--- src/rtl/pend_req_scheduler_if.sv ---
// Request/encoder/status bundle between the pending-request scheduler and its surroundings.
interface pend_req_scheduler_if;
  logic [3:0] req_in;
  logic       enc_w;
  logic       enc_y;
  logic [3:0] pend;
  logic       busy;
  logic [1:0] svc_idx;
  logic       done;
  logic       err;

  modport master (
    output req_in, enc_w, enc_y,
    input  pend, busy, svc_idx, done, err
  );

  modport slave (
    input  req_in, enc_w, enc_y,
    output pend, busy, svc_idx, done, err
  );
endinterface

--- src/rtl/pend_req_scheduler.sv ---
// Captures request rising edges as sticky pending bits, lets an external priority encoder
// pick one, services it for SVC_CYCLES clocks, then clears its pending bit.
module pend_req_scheduler #(
  parameter int unsigned SVC_CYCLES = 4,
  parameter int unsigned CNT_W      = 3
) (
  input  logic                  clk,
  input  logic                  rst,
  pend_req_scheduler_if.slave   bus
);

  typedef enum logic [1:0] {
    IDLE    = 2'd0,
    SERVICE = 2'd1,
    CLEAR   = 2'd2
  } state_e;

  state_e           state_q, state_d;
  logic [3:0]       pend_q, pend_d;
  logic [3:0]       req_prev_q;
  logic [3:0]       rise;
  logic [3:0]       clr_mask;
  logic [CNT_W-1:0] cnt_q, cnt_d;
  logic [1:0]       svc_idx_q, svc_idx_d;
  logic [1:0]       code;
  logic             err_q, err_d;

  assign rise = bus.req_in & ~req_prev_q;
  assign code = {bus.enc_w, bus.enc_y};

  always_comb begin
    state_d   = state_q;
    cnt_d     = cnt_q;
    svc_idx_d = svc_idx_q;
    err_d     = err_q;
    clr_mask  = '0;
    unique case (state_q)
      IDLE: begin
        if (pend_q != '0) begin
          if (pend_q[code]) begin
            svc_idx_d = code;
            cnt_d     = CNT_W'(SVC_CYCLES);
            state_d   = SERVICE;
          end else begin
            err_d = 1'b1;
          end
        end
      end
      SERVICE: begin
        cnt_d = cnt_q - 1'b1;
        if (cnt_q == CNT_W'(1)) begin
          state_d = CLEAR;
        end
      end
      CLEAR: begin
        clr_mask = 4'b0001 << svc_idx_q;
        state_d  = IDLE;
      end
      default: state_d = IDLE;
    endcase
    // A new rising edge on the bit being cleared re-arms it.
    pend_d = (pend_q & ~clr_mask) | rise;
  end

  always_ff @(posedge clk or posedge rst) begin
    if (rst) begin
      state_q    <= IDLE;
      pend_q     <= '0;
      req_prev_q <= '0;
      cnt_q      <= '0;
      svc_idx_q  <= '0;
      err_q      <= 1'b0;
    end else begin
      state_q    <= state_d;
      pend_q     <= pend_d;
      req_prev_q <= bus.req_in;
      cnt_q      <= cnt_d;
      svc_idx_q  <= svc_idx_d;
      err_q      <= err_d;
    end
  end

  assign bus.pend    = pend_q;
  assign bus.svc_idx = svc_idx_q;
  assign bus.err     = err_q;
  assign bus.busy    = (state_q != IDLE);
  assign bus.done    = (state_q == CLEAR);

endmodule

--- src/flat_wrapper.sv ---
// flat-port wrapper written by rule: the top's interface ports become plain ports
module pend_req_scheduler_flat 
#(
  parameter int unsigned SVC_CYCLES = 4,
  parameter int unsigned CNT_W      = 3
)
  (clk, rst, bus_req_in, bus_enc_w, bus_enc_y, bus_pend, bus_busy, bus_svc_idx, bus_done, bus_err);
  pend_req_scheduler_if bus_i ();
  input  logic clk;
  input  logic rst;
  input wire logic [$bits(bus_i.req_in)-1:0] bus_req_in;
  input wire logic [$bits(bus_i.enc_w)-1:0] bus_enc_w;
  input wire logic [$bits(bus_i.enc_y)-1:0] bus_enc_y;
  output wire logic [$bits(bus_i.pend)-1:0] bus_pend;
  output wire logic [$bits(bus_i.busy)-1:0] bus_busy;
  output wire logic [$bits(bus_i.svc_idx)-1:0] bus_svc_idx;
  output wire logic [$bits(bus_i.done)-1:0] bus_done;
  output wire logic [$bits(bus_i.err)-1:0] bus_err;
  assign bus_i.req_in = bus_req_in;
  assign bus_i.enc_w = bus_enc_w;
  assign bus_i.enc_y = bus_enc_y;
  assign bus_pend = bus_i.pend;
  assign bus_busy = bus_i.busy;
  assign bus_svc_idx = bus_i.svc_idx;
  assign bus_done = bus_i.done;
  assign bus_err = bus_i.err;
  pend_req_scheduler #(.SVC_CYCLES(SVC_CYCLES), .CNT_W(CNT_W)) u_core (.clk(clk), .rst(rst), .bus(bus_i));
endmodule
--- config.mk ---
export PLATFORM = sky130hd
export DESIGN_NAME = pend_req_scheduler_flat
export DESIGN_NICKNAME = d
export VERILOG_FILES = /design/src/rtl/pend_req_scheduler_if.sv /design/src/rtl/pend_req_scheduler.sv /design/src/flat_wrapper.sv
export SDC_FILE = /design/constraint.sdc
export NUM_CORES = 1
export LEC_CHECK = 0
export CORE_MARGIN = 2
export CORE_UTILIZATION = 47
export CTS_CLUSTER_SIZE = 28
export DETAILED_ROUTE_END_ITERATION = 6
export HOLD_SLACK_MARGIN = 0.06
export PLACE_DENSITY = 0.74
export REMOVE_ABC_BUFFERS = 1
export SLEW_MARGIN = 10
export SYNTH_ARGS = -nofsm -noshare
export SYNTH_HDL_FRONTEND = slang
export SYNTH_SLANG_ARGS = --single-unit
--- constraint.sdc ---
create_clock -name clk -period 2.03 [get_ports clk]
set_clock_uncertainty 0.2 [all_clocks]
set_input_delay 0.203 -clock clk [delete_from_list [all_inputs] [get_ports clk]]
set_output_delay 0.203 -clock clk [all_outputs]
set_load 0.01 [all_outputs]
==> out/metrics.csv <==
stage,metric,value,unit
grt,grt met2 use,23.88,%
drt,Starting DRT DRC Count,5,
outcome,status,"complete, no violations",
finish,fill cell count,123,
logic_synthesis,Unique masters post-synth,26,
setup_path,"Slowest-stage cell, CP",dfrtp_1,
timing,post-route setup slack,0.1288,ns
grt,initial antenna violation count,0,
grt,first-pass GRT wire length,2.132,mm
setup_path,"Cell Chain, Critical Path","nor2_2, inv_1, clkdlybuf4s50_1",
power,peak supply drop,0.5109,mV
logic_synthesis,commonest cells in the netlist,"dfrtp_1 (16), inv_1 (11), o21ai_0 (6)",
power,combinational fraction of design power,37.2,%
setup_path,Worst Setup SP,u_core.state_q[0],
clock_network,Sinks on Clock Net,16,
grt,total grt overflow,0,
power,Sequential Power Share,44.4,%
power,Cell Int Power,0.7292,mW
setup_path,Worst Path Required,1.63,ns
logic_synthesis,async set-reset flop share out of synthesis,100.0,%
power,NetSw,0.3645,mW
logic_synthesis,Post-synth EDFFs,0,
setup_path,RR Startpoint,u_core.bus.pend[2],
clock_network,Post-CTS Setup Repair Bufs,0,
clock_network,CTS tree,yes,
die,Initial Utilization,48.98,%
timing,min Tclk post-route,1.901,ns
timing,RSZ-0062 raised after global routing,no,
timing,setup violators final,0,
clock_network,Bufs on Longest Clock Path,2,
clock_network,clk root buf,clkbuf_4,
grt,Top Usage Layer GRT,met2,
logic_synthesis,largest cells by area after synthesis,"dfrtp_1 (56%), inv_1 (5.7%), o21ai_0 (4.2%)",
finish,final antenna diode count,0,
placement,IO Port Bufs,16,
die,die width,43.16,um
setup_path,Worst Setup End Kind,primary output,
drt,mean routed wirelength per cell,12.27,um
setup_path,CP max stage delay,0.48,ns
grt,via count of the first global-routing pass,499,
logic_synthesis,top-area cell type share of the netlist area,55.56,%
setup_path,critical path arrival,1.50,ns
drt,drt drc,0,
placement,gpl congestion,0.7184,
setup_path,reg2reg path depth,3,
logic_synthesis,"FF+latch count, synth",16,
grt,largest net degree at the start of global routing,17,
die,Die Y,43.16,um
drt,Routed WL,1.215,mm
clock_network,TritonCTS Buffers,3,
logic_synthesis,Syn Inst Count,64,
finish,share of post-route cells with drive strength above 1,16.87,%
logic_synthesis,Syn Area/Cell,11.26,um2
die,# IOs,17,
finish,Register Area,400.4,um2
grt,met3 Use GR,7.660,%
drt,Vias per Instance,5.141,
logic_synthesis,sequential-to-total area share from yosys stat,55.56,%
job,max cap viols,0,
drt,routed via count,509,
hold_path,worst min path class,in -> async,
setup_path,type of the worst setup path,reg -> out,
finish,Multi-input gate area,277.8,um2
clock_network,H-tree levels,1,
die,Core Footprint,1471,um2
die,site row count,14,
logic_synthesis,Post-Syn Area,720.7,um2
timing,Final Slew Violations,0,
setup_path,register-to-register setup slack,0.29,ns
setup_path,Critical R2R Capture,u_core.bus.svc_idx[1],
clock_network,Worst-Skew Late Latency,0.28,ns
drt,first-pass iteration count of the detailed router,3,
timing,Fin Setup TNS,0,ns
timing,Final Hold Viols,0,
logic_synthesis,Synth area leader,dfrtp_1,
setup_path,CP Max Fanout,9,
placement,Setup WS pre-CTS,0.01505,ns
finish,Area growth syn-to-layout,29.86,%
power,Leak,0.4013,nW
setup_path,CP Launch Type,flop,
setup_path,Critical Path End,bus_busy,
timing,Max Fclk,526.0,MHz
timing,fin crit share,93.66,%
logic_synthesis,"Top FF cell, synth",dfrtp_1,
clock_network,clock slew at reported path FFs,0.09,ns
logic_synthesis,cell with the most instances after synthesis,dfrtp_1,
grt,M1 GR Usage,19.35,%
power,PwrDens,1169,nW/um2
power,Sw Ratio,33.33,%
die,die area,1863,um2
drt,final antenna-violating net count,0,
timing,normalized max-slew margin,61.68,%
logic_synthesis,synth warn,0,
placement,HPWL Detailed,918,um
timing,Worst Tran Pin Value,0.5742,ns
grt,Tot GR Track Use,16.08,%
power,clock power share,18.4,%
finish,final net count,94,
[state kept, by name (all words and copies together) (netlist names)]
register            count
u_core.bus.pend         4
u_core.cnt_q            3
u_core.bus.err          1
u_core.req_prev_q       4
u_core.bus.svc_idx      2
u_core.state_q          2
[layout make-up]
type | count | share of cell area (%)
multi-input combinational | 36 | 29.68
sequential | 16 | 42.78
inverter | 11 | 4.412
clock buffer | 4 | 3.877
timing repair buffer | 16 | 17.11
tap | 16 | 2.139
[cell usage in the layout (no fill, tap or decap), drive strengths merged, types with 3 or more instances in the layout]
| cell | instances |
|---|---|
| clkbuf | 4 |
| clkdlybuf4s50 | 16 |
| nand2 | 4 |
| inv | 11 |
| dfrtp | 16 |
| o21ai | 7 |
| nor2b | 3 |
[timing repair]
action / in CTS / in global routing
endpoints found under the setup margin: 0 / 1
gates resized for setup: 0 / 1
hold buffers: 0 / 0
[worst max-delay path, delay by kind of cell, from the launching register on]
family	cells	cell delay (ns)
buffers and inverters	2	0.53
flip-flops	1	0.48
AND/OR/NAND/NOR	1	0.21
[metrics by stage]
stage | hold WS, ns | power, mW | instance area (um2) | std cells | util (%)
floorplan | -0.08326 | 0.7388 | 716.9 | 63 | -
global placement | 0.2037 | 0.8871 | 897.1 | 95 | 60.97
detailed placement | 0.2114 | 0.8940 | 897.1 | 95 | 60.97
CTS | 0.09119 | 1.100 | 933.4 | 99 | 63.44
global route | 0.1241 | 1.176 | 935.9 | 99 | 63.61
finish | 0.07175 | 1.094 | 935.9 | 99 | 63.61
[cells by family (layout without fill, tap and decap cells)]
| kind of cell | count (synthesis) | in the layout | synth area share, % |
|---|---|---|---|
| AOI/OAI and AO/OA | 13 | 13 | 12.68 |
| xor gates and xnor gates | 1 | 1 | 1.215 |
| adders and majority gates | 2 | 2 | 3.472 |
| buffers and inverters | 12 | 31 | 6.250 |
| DFF | 16 | 16 | 55.56 |
| muxes | 3 | 3 | 6.250 |
| and+or+nand+nor | 17 | 17 | 14.58 |
[power by group through the flow]
stage	combinational (mW)	clock (mW)	sequential (mW)
after floorplan	0.264	0	0.475
after global placement	0.403	0	0.484
after detailed placement	0.406	0	0.488
after CTS	0.409	0.210	0.481
after global routing	0.453	0.226	0.496
final	0.407	0.202	0.485
[how the worst min path moves through the flow]
stage / from / end / slack (ns) / cells past startpoint
after floorplan: rst / u_core.bus.err / -0.08 / 1
after global placement: u_core.req_prev_q[3] / u_core.bus.pend[3] / 0.20 / 1
after detailed placement: u_core.req_prev_q[0] / u_core.bus.pend[0] / 0.21 / 1
after CTS: rst / u_core.req_prev_q[0] / 0.09 / 2
after global routing: rst / u_core.req_prev_q[0] / 0.12 / 2
final: rst / u_core.req_prev_q[0] / 0.07 / 2
[metal layers]
metal	share of wire (%)	up-vias
li1	-	254
met1	46	243
met2	47	10
met3	4.9	2
met4	1.7	0
met5	0	-
Power figures use the tool's default switching activity.
